### config.mk
export PLATFORM = sky130hd
export DESIGN_NAME = datapath_ctrl_fsm
export DESIGN_NICKNAME = d
export VERILOG_FILES = /design/src/rtl/ctrl_pkg.sv /design/src/rtl/mem_wait_ctr.sv /design/src/rtl/datapath_ctrl_fsm.sv
export SDC_FILE = /design/constraint.sdc
export NUM_CORES = 1
export LEC_CHECK = 0
export CORE_MARGIN = 2
export CORE_UTILIZATION = 38
export DETAILED_ROUTE_END_ITERATION = 7
export DONT_BUFFER_PORTS = 1
export PLACE_DENSITY_LB_ADDON = 0.25
export SLEW_MARGIN = 20
export SYNTH_ARGS = -nofsm -noshare
export SYNTH_HDL_FRONTEND = slang
export SYNTH_SLANG_ARGS = --single-unit
### constraint.sdc
create_clock -name clk -period 2 [get_ports clk]
set_input_delay 0.5 -clock clk [delete_from_list [all_inputs] [get_ports clk]]
set_output_delay 0.5 -clock clk [all_outputs]
set_load 0.02 [all_outputs]
### src/rtl/ctrl_pkg.sv
// Shared encodings for the multicycle MIPS-subset control unit: states, opcodes,
// mux selects and the registered control-word layout.
package ctrl_pkg;

  localparam int unsigned STATE_W = 5;
  localparam int unsigned OP_W    = 6;
  localparam int unsigned CNT_W   = 3;

  typedef enum logic [STATE_W-1:0] {
    RESET_ST   = 5'd0,
    FETCH      = 5'd1,
    FETCH_WAIT = 5'd2,
    DECODE     = 5'd3,
    EXEC_R     = 5'd4,
    WB_R       = 5'd5,
    ADDI_EXEC  = 5'd6,
    ADDI_WB    = 5'd7,
    MEM_ADDR   = 5'd8,
    LW_READ    = 5'd9,
    LW_WB      = 5'd10,
    SW_WRITE   = 5'd11,
    BEQ        = 5'd12,
    BNE        = 5'd13,
    JUMP       = 5'd14,
    EXC_OVF    = 5'd15,
    EXC_OPCODE = 5'd16
  } state_t;

  localparam logic [OP_W-1:0] OP_RTYPE = 6'h00;
  localparam logic [OP_W-1:0] OP_J     = 6'h02;
  localparam logic [OP_W-1:0] OP_BEQ   = 6'h04;
  localparam logic [OP_W-1:0] OP_BNE   = 6'h05;
  localparam logic [OP_W-1:0] OP_ADDI  = 6'h08;
  localparam logic [OP_W-1:0] OP_LW    = 6'h23;
  localparam logic [OP_W-1:0] OP_SW    = 6'h2B;

  localparam logic [OP_W-1:0] FN_ADD = 6'h20;
  localparam logic [OP_W-1:0] FN_SUB = 6'h22;
  localparam logic [OP_W-1:0] FN_AND = 6'h24;

  typedef enum logic [2:0] {
    ALU_PASSA = 3'b000,
    ALU_ADD   = 3'b001,
    ALU_SUB   = 3'b010,
    ALU_AND   = 3'b011
  } alu_ctrl_t;

  localparam logic [1:0] REGDST_RT = 2'b00;
  localparam logic [1:0] REGDST_RD = 2'b01;
  localparam logic [1:0] REGDST_RA = 2'b10;
  localparam logic [1:0] REGDST_SP = 2'b11;

  localparam logic [1:0] M2R_ALUOUT = 2'b00;
  localparam logic [1:0] M2R_MDR    = 2'b01;
  localparam logic [1:0] M2R_SPINIT = 2'b10;

  localparam logic [1:0] SRCB_IMM    = 2'b00;
  localparam logic [1:0] SRCB_FOUR   = 2'b01;
  localparam logic [1:0] SRCB_B      = 2'b10;
  localparam logic [1:0] SRCB_IMM_SH = 2'b11;

  localparam logic [1:0] PCSRC_ALU    = 2'b00;
  localparam logic [1:0] PCSRC_ALUOUT = 2'b01;
  localparam logic [1:0] PCSRC_JUMP   = 2'b10;
  localparam logic [1:0] PCSRC_EXC    = 2'b11;

  typedef struct packed {
    logic       pc_write;
    logic       iord;
    logic       mem_write;
    logic       ir_write;
    logic [1:0] reg_dst;
    logic [1:0] mem_to_reg;
    logic       reg_write;
    logic       ab_write;
    logic       aluout_write;
    logic       epc_write;
    logic       alu_src_a;
    logic [1:0] alu_src_b;
    alu_ctrl_t  alu_ctrl;
    logic [1:0] pc_source;
  } ctrl_out_t;

  function automatic logic funct_known(input logic [OP_W-1:0] funct);
    return (funct == FN_ADD) || (funct == FN_SUB) || (funct == FN_AND);
  endfunction

  function automatic alu_ctrl_t funct_alu(input logic [OP_W-1:0] funct);
    case (funct)
      FN_ADD:  return ALU_ADD;
      FN_SUB:  return ALU_SUB;
      FN_AND:  return ALU_AND;
      default: return ALU_PASSA;
    endcase
  endfunction

  // Control word for a state; ir_write and r_op only matter in fetch and EXEC_R.
  function automatic ctrl_out_t decode_state(input state_t st, input logic ir_write,
                                             input alu_ctrl_t r_op);
    ctrl_out_t c;
    c = '0;
    case (st)
      RESET_ST: begin
        c.reg_write  = 1'b1;
        c.reg_dst    = REGDST_SP;
        c.mem_to_reg = M2R_SPINIT;
      end
      FETCH: begin
        c.pc_write  = 1'b1;
        c.ir_write  = ir_write;
        c.alu_src_b = SRCB_FOUR;
        c.alu_ctrl  = ALU_ADD;
        c.pc_source = PCSRC_ALU;
      end
      FETCH_WAIT: c.ir_write = ir_write;
      DECODE: begin
        c.ab_write     = 1'b1;
        c.aluout_write = 1'b1;
        c.alu_src_b    = SRCB_IMM_SH;
        c.alu_ctrl     = ALU_ADD;
      end
      EXEC_R: begin
        c.alu_src_a    = 1'b1;
        c.alu_src_b    = SRCB_B;
        c.alu_ctrl     = r_op;
        c.aluout_write = 1'b1;
      end
      WB_R: begin
        c.reg_dst   = REGDST_RD;
        c.reg_write = 1'b1;
      end
      ADDI_EXEC, MEM_ADDR: begin
        c.alu_src_a    = 1'b1;
        c.alu_src_b    = SRCB_IMM;
        c.alu_ctrl     = ALU_ADD;
        c.aluout_write = 1'b1;
      end
      ADDI_WB: c.reg_write = 1'b1;
      LW_READ: c.iord = 1'b1;
      LW_WB: begin
        c.mem_to_reg = M2R_MDR;
        c.reg_write  = 1'b1;
      end
      SW_WRITE: begin
        c.iord      = 1'b1;
        c.mem_write = 1'b1;
      end
      BEQ, BNE: begin
        c.alu_src_a = 1'b1;
        c.alu_src_b = SRCB_B;
        c.alu_ctrl  = ALU_SUB;
        c.pc_source = PCSRC_ALUOUT;
      end
      JUMP: begin
        c.pc_write  = 1'b1;
        c.pc_source = PCSRC_JUMP;
      end
      EXC_OVF, EXC_OPCODE: begin
        c.alu_src_b = SRCB_FOUR;
        c.alu_ctrl  = ALU_SUB;
        c.epc_write = 1'b1;
        c.pc_source = PCSRC_EXC;
        c.pc_write  = 1'b1;
      end
      default: c = '0;
    endcase
    return c;
  endfunction

endpackage

### src/rtl/mem_wait_ctr.sv
// Down-counter timing memory-read latency; done/almost are registered views
// of "count is 0" / "count is 1".
import ctrl_pkg::*;

module mem_wait_ctr (
  input  logic             clk,
  input  logic             reset,
  input  logic             load,
  input  logic [CNT_W-1:0] ld_val,
  output logic             done,
  output logic             almost
);

  logic [CNT_W-1:0] cnt;
  logic [CNT_W-1:0] cnt_n;

  always_comb begin
    cnt_n = cnt;
    if (load)
      cnt_n = ld_val;
    else if (cnt != '0)
      cnt_n = cnt - CNT_W'(1);
  end

  always_ff @(posedge clk or posedge reset) begin
    if (reset) begin
      cnt    <= '0;
      done   <= 1'b1;
      almost <= 1'b0;
    end else begin
      cnt    <= cnt_n;
      done   <= (cnt_n == '0);
      almost <= (cnt_n == CNT_W'(1));
    end
  end

endmodule

### src/rtl/datapath_ctrl_fsm.sv
// Multicycle Moore control unit for the MIPS-subset datapath. Control word is
// registered from the next state; branch PCWrite is the only term using an input.
import ctrl_pkg::*;

module datapath_ctrl_fsm #(
  parameter int unsigned MEM_WAIT   = 1,
  parameter logic [31:0] SP_INIT    = 32'd227,
  parameter logic [31:0] EXC_VECTOR = 32'd0
) (
  input  logic       clk,
  input  logic       reset,
  input  logic [5:0] opcode,
  input  logic [5:0] funct,
  input  logic       zero,
  input  logic       overflow,
  output logic       PCWrite,
  output logic       IorD,
  output logic       MemWrite,
  output logic       IRWrite,
  output logic [1:0] RegDst,
  output logic [1:0] MemToReg,
  output logic       RegWrite,
  output logic       ABWrite,
  output logic       ALUOutWrite,
  output logic       EPCWrite,
  output logic       ALUSrcA,
  output logic [1:0] ALUSrcBControl,
  output logic [2:0] ALUControl,
  output logic [1:0] PCSource,
  output logic [4:0] state_dbg
);

  // Fetch waits MEM_WAIT cycles after FETCH; a load spends 1 + MEM_WAIT cycles in LW_READ.
  localparam logic [CNT_W-1:0] FETCH_LD   = CNT_W'((MEM_WAIT == 0) ? 0 : MEM_WAIT - 1);
  localparam logic [CNT_W-1:0] LW_LD      = CNT_W'(MEM_WAIT);
  localparam logic             IR_IN_FETCH = (MEM_WAIT == 0);
  localparam logic             IR_FIRST_WAIT = (MEM_WAIT == 1);

  if (MEM_WAIT > 7) begin : g_bad_wait
    $error("MEM_WAIT must be 0..7");
  end
  if (EXC_VECTOR[1:0] != 2'b00) begin : g_bad_vec
    $error("EXC_VECTOR must be word aligned");
  end
  if (SP_INIT == 32'd0) begin : g_bad_sp
    $error("SP_INIT must be nonzero");
  end

  state_t           state;
  state_t           nxt;
  logic             boot_done;
  ctrl_out_t        ctl_q;
  ctrl_out_t        ctl_d;
  logic             ir_next;
  logic             ctr_load;
  logic [CNT_W-1:0] ctr_val;
  logic             ctr_done;
  logic             ctr_almost;
  logic             is_arith;
  logic             br_take;

  mem_wait_ctr u_wait (
    .clk    (clk),
    .reset  (reset),
    .load   (ctr_load),
    .ld_val (ctr_val),
    .done   (ctr_done),
    .almost (ctr_almost)
  );

  assign is_arith = (funct == FN_ADD) || (funct == FN_SUB);

  // Next state, wait-counter control and the IRWrite qualifier for the next cycle.
  always_comb begin
    nxt      = state;
    ir_next  = IR_IN_FETCH;
    ctr_load = 1'b0;
    ctr_val  = FETCH_LD;
    case (state)
      RESET_ST: nxt = boot_done ? FETCH : RESET_ST;
      FETCH: begin
        if (MEM_WAIT == 0) begin
          nxt = DECODE;
        end else begin
          nxt      = FETCH_WAIT;
          ctr_load = 1'b1;
          ctr_val  = FETCH_LD;
          ir_next  = IR_FIRST_WAIT;
        end
      end
      FETCH_WAIT: begin
        if (ctr_done) nxt = DECODE;
        else          ir_next = ctr_almost;
      end
      DECODE: begin
        case (opcode)
          OP_RTYPE:     nxt = funct_known(funct) ? EXEC_R : EXC_OPCODE;
          OP_ADDI:      nxt = ADDI_EXEC;
          OP_LW, OP_SW: nxt = MEM_ADDR;
          OP_BEQ:       nxt = BEQ;
          OP_BNE:       nxt = BNE;
          OP_J:         nxt = JUMP;
          default:      nxt = EXC_OPCODE;
        endcase
      end
      EXEC_R:    nxt = (overflow && is_arith) ? EXC_OVF : WB_R;
      ADDI_EXEC: nxt = overflow ? EXC_OVF : ADDI_WB;
      MEM_ADDR: begin
        if (opcode == OP_LW) begin
          nxt      = LW_READ;
          ctr_load = 1'b1;
          ctr_val  = LW_LD;
        end else begin
          nxt = SW_WRITE;
        end
      end
      LW_READ: if (ctr_done) nxt = LW_WB;
      WB_R, ADDI_WB, LW_WB, SW_WRITE, BEQ, BNE, JUMP, EXC_OVF, EXC_OPCODE: nxt = FETCH;
      default: nxt = RESET_ST;
    endcase
    ctl_d = decode_state(nxt, ir_next, funct_alu(funct));
  end

  // First clock after reset release re-enters RESET_ST so its write is seen exactly once.
  always_ff @(posedge clk or posedge reset) begin
    if (reset) begin
      state     <= RESET_ST;
      boot_done <= 1'b0;
      ctl_q     <= '0;
    end else begin
      state     <= nxt;
      boot_done <= 1'b1;
      ctl_q     <= ctl_d;
    end
  end

  assign br_take = ((state == BEQ) && zero) || ((state == BNE) && !zero);

  assign PCWrite        = ctl_q.pc_write | br_take;
  assign IorD           = ctl_q.iord;
  assign MemWrite       = ctl_q.mem_write;
  assign IRWrite        = ctl_q.ir_write;
  assign RegDst         = ctl_q.reg_dst;
  assign MemToReg       = ctl_q.mem_to_reg;
  assign RegWrite       = ctl_q.reg_write;
  assign ABWrite        = ctl_q.ab_write;
  assign ALUOutWrite    = ctl_q.aluout_write;
  assign EPCWrite       = ctl_q.epc_write;
  assign ALUSrcA        = ctl_q.alu_src_a;
  assign ALUSrcBControl = ctl_q.alu_src_b;
  assign ALUControl     = ctl_q.alu_ctrl;
  assign PCSource       = ctl_q.pc_source;
  assign state_dbg      = state;

endmodule

==> summary.md <==
| Metric | Value |
|---|---|
| Status | `finished, violations left` |
| Violated checks | `negative setup slack` |
| Initial antenna violation count | `0` |
| FF-to-FF End | `ALUOutWrite` |
| Maximum vdd ir drop | `0.5112 mV` |
| RR Startpoint | `state_dbg[3]` |
| Die area | `between 5000 and 6000 um^2` |
| Starting density of the core | `between 30% and 40%` |
| Final setup vio count | `1` |
| Clock sinks | `29` |
| Ys async rst share | `between 90% and 100%` |
| Total gr overflow | `0` |
| Max Freq | `approximately 490 MHz` |
| Largest stage delay on the critical path | `between 0.4 and 0.5 ns` |
| Later-pin clock latency in the skew report | `around 0.29 ns` |
| Drt pass-1 iters | `4` |
| Unique masters post-synth | `63` |
| Synth Instances | `around 170` |
| Max Slew Vio Count | `0` |
| MaxCap Viol Count | `0` |
| Routed Antenna Nets | `0` |
| WP data required | `2.17 ns` |
| Reg area | `733.2 um^2` |
| Clk pin slew, worst setup/hold paths | `0.06 ns` |
| Share of cells above drive strength 1 | `between 40 and 50%` |
| Synth Net Count | `roughly 190` |
| # nets final | `roughly 210` |
| Number of synthesized register bits | `29` |
| Largest net degree at the start of global routing | `30` |
| Root buffer cell | `clkbuf_8` |
| Crit path capture type | `flop` |
| CTS H-tree depth | `2` |
| Post-Layout Cell Count | `248` |
| Die Span Y | `~70 um` |
| Skew final | `a little over 0.005 ns` |
| Cell taking the most area after synthesis | `dfrtp_1` |
| Share of the synthesized area in the top cell type | `40.91%` |
| Total number of yosys warnings | `0` |
| Crit path DAT | `about 2.2 ns` |
| Flop-to-flop setup slack | `-0.04 ns` |
| # fillers | `about 400` |
| WS Path Type | `reg2reg` |
| Power Dens Cells | `approximately 1500 nW/um^2` |
| Drt initial violations | `82` |
| DIE WIDTH | `around 70 um` |
| Placed inst area | `about 1900 um^2` |
| Post-place setup slack | `-0.2306 ns` |
| CP delay by family, top | `simple AND/OR/NAND/NOR gates` |
| Top fanout value on the critical path | `8` |
| Area of the multi-input gates | `between 900 and 1000 um^2` |
| Commonest non-fill, non-tap cell in the layout | `buf_4` |
| Hold WC Path Type | `in2async` |
| Core Area | `about 4400 um^2` |
| Average wire per standard cell | `16.47 um` |
| Clock Path Buffers | `2` |
| RePlAce Congestion | `approximately 0.86` |
| Critical path's slowest cell | `dfrtp_2` |
| Critical Path Start Type | `flop` |
| Synth Flop Type | `dfrtp_1` |
| Crit path capture | `ALUOutWrite` |
| Antenna diode instance count | `0` |
| Post-route setup TNS | `-0.03986 ns` |
| Count of flip-flops with a built-in enable after synthesis | `0` |
| Post-Route WL | `4.084 mm` |
| I/O pins | `between 40 and 50` |
| Reg2Reg Depth | `5` |
| Worst Setup SP | `state_dbg[3]` |
| Final hold vios | `0` |
| Commonest cells after routing, fill and taps aside | `buf_4, dfrtp_1, nor2_1` |
| Worst setup margin | `-0.03986 ns` |
| First-pass GRT wire length | `about 6.4 mm` |
| Dpl cells | `between 200 and 250` |
| Critical-path cell list | `or3_4, nor4_2, a2111oi_4, and3_4, a221o_1` |
| Num CTS Buffers | `5` |
| TritonCTS clock tree | `built` |
| Hold_ws | `0.1716 ns` |
| Synth area leaders | `dfrtp_1, buf_4, nor2_1` |
| Tot Pwr | `roughly 3.4 mW` |
| Worst path depth | `5` |
| Vias in the first global route | `~1.4k` |
| Post-synthesis sequential area ratio | `between 40% and 50%` |
| Syn avg cell area | `around 10 um^2` |
| Post-route DRC | `0` |
| Worst Path Buf+Inv | `0` |
| Port bufs | `0` |
| Vias per std cell | `between 5 and 6` |
| Rows | `24` |
| Min Clock Period, post-route | `slightly above 2 ns` |
| Post-synthesis cell area | `1713 um^2` |
| Leakage power | `approximately 1.0 nW` |
| Hpwl dp | `about 2.9 mm` |
| Final Cycle Share | `102.0%` |
| Total global-route track usage | `around 16%` |
| Final Cell Area | `between 2000 and 2500 um^2` |
| End-of-flow core utilization | `approximately half` |
| Area grow syn2layout | `28.34%` |
| Unrepaired setup endpoints after global routing | `true` |
| Routed vias | `around 1.4k` |
cell families after synthesis:
kind of cell	Yosys count	share of synthesized area, %
DFF	29	42.44
AOI/OAI and AO/OA	33	16.07
muxes	2	1.169
buffers and inverters	28	9.642
and+or+nand+nor	69	26.73
xor gates and xnor gates	4	2.046
other	2	0.4384
adders and majority gates	2	1.461
routing by layer:
metal | part of all wire (%) | GRT usage [%]
met5 | 0 | 0
met4 | 1.9 | 6.499
met3 | 6.8 | 5.983
met2 | 46 | 24.90
met1 | 45 | 20.81
power breakdown:
part	switching, mW	leakage [nW]	internal (mW)
Clock	0.226	0.0450	0.240
Combinational	0.920	0.594	0.854
Sequential	0.311	0.370	0.801
Total	1.46	1.01	1.89
synthesized netlist by cell type, drive strengths merged (2+ instances only):
library cell   n
nand3b         2
a211oi         3
o21a           2
inv           10
and4b          2
nor3b          2
nand2b         3
buf           16
nand3          4
nor4b          2
a311o          2
nor2          19
dfrtp         28
or4b           3
o31ai          4
nor3           5
ha             2
nand4          2
mux2i          2
clkbuf         2
conb           2
nor4           3
xnor2          3
a21oi          4
nor4bb         2
and2           4
nand2          6
o21ai          4
a2111oi        3
and3           3
worst min-delay path by stage:
stage | from | end | slack, ns | cells after the start
finish | reset | u_wait.cnt[0] | 0.17 | 2
global route | reset | MemWrite | 0.20 | 2
CTS | reset | MemWrite | 0.18 | 2
detailed placement | reset | u_wait.cnt[0] | 0.49 | 2
global placement | reset | u_wait.cnt[0] | 0.48 | 2
floorplan | u_wait.almost | IRWrite | 0.50 | 2
cell type report:
cell class	instances	area share, %
multi-input cells	112	44.28
flip-flops and latches	29	33.35
repair buffers	37	13.49
clock buffers	6	3.301
well taps	52	2.960
inverters	10	2.163
clock inverters	2	0.4553
registers in the layout, summed over array words and instances (netlist names), 2 cells and up:
signal	cells
state_dbg	5
ALUControl	2
ALUSrcBControl	2
PCSource	2
u_wait.cnt	3
MemToReg	2
timing repair:
item | in CTS | in global routing
buffers inserted | 5 | 1
resized for setup | 15 | 24
hold buffers | 0 | 0
pin swaps | 8 | 8
setup endpoints to repair | 12 | 12
worst reg2reg max path: stages (launching register included):
cell and delay (ns):
dfrtp_2 0.47, or3_4 0.43, nor4_2 0.43, a2111oi_4 0.14
and3_4 0.17, a221o_1 0.29
Note: power is estimated with default switching activity, not from simulation.
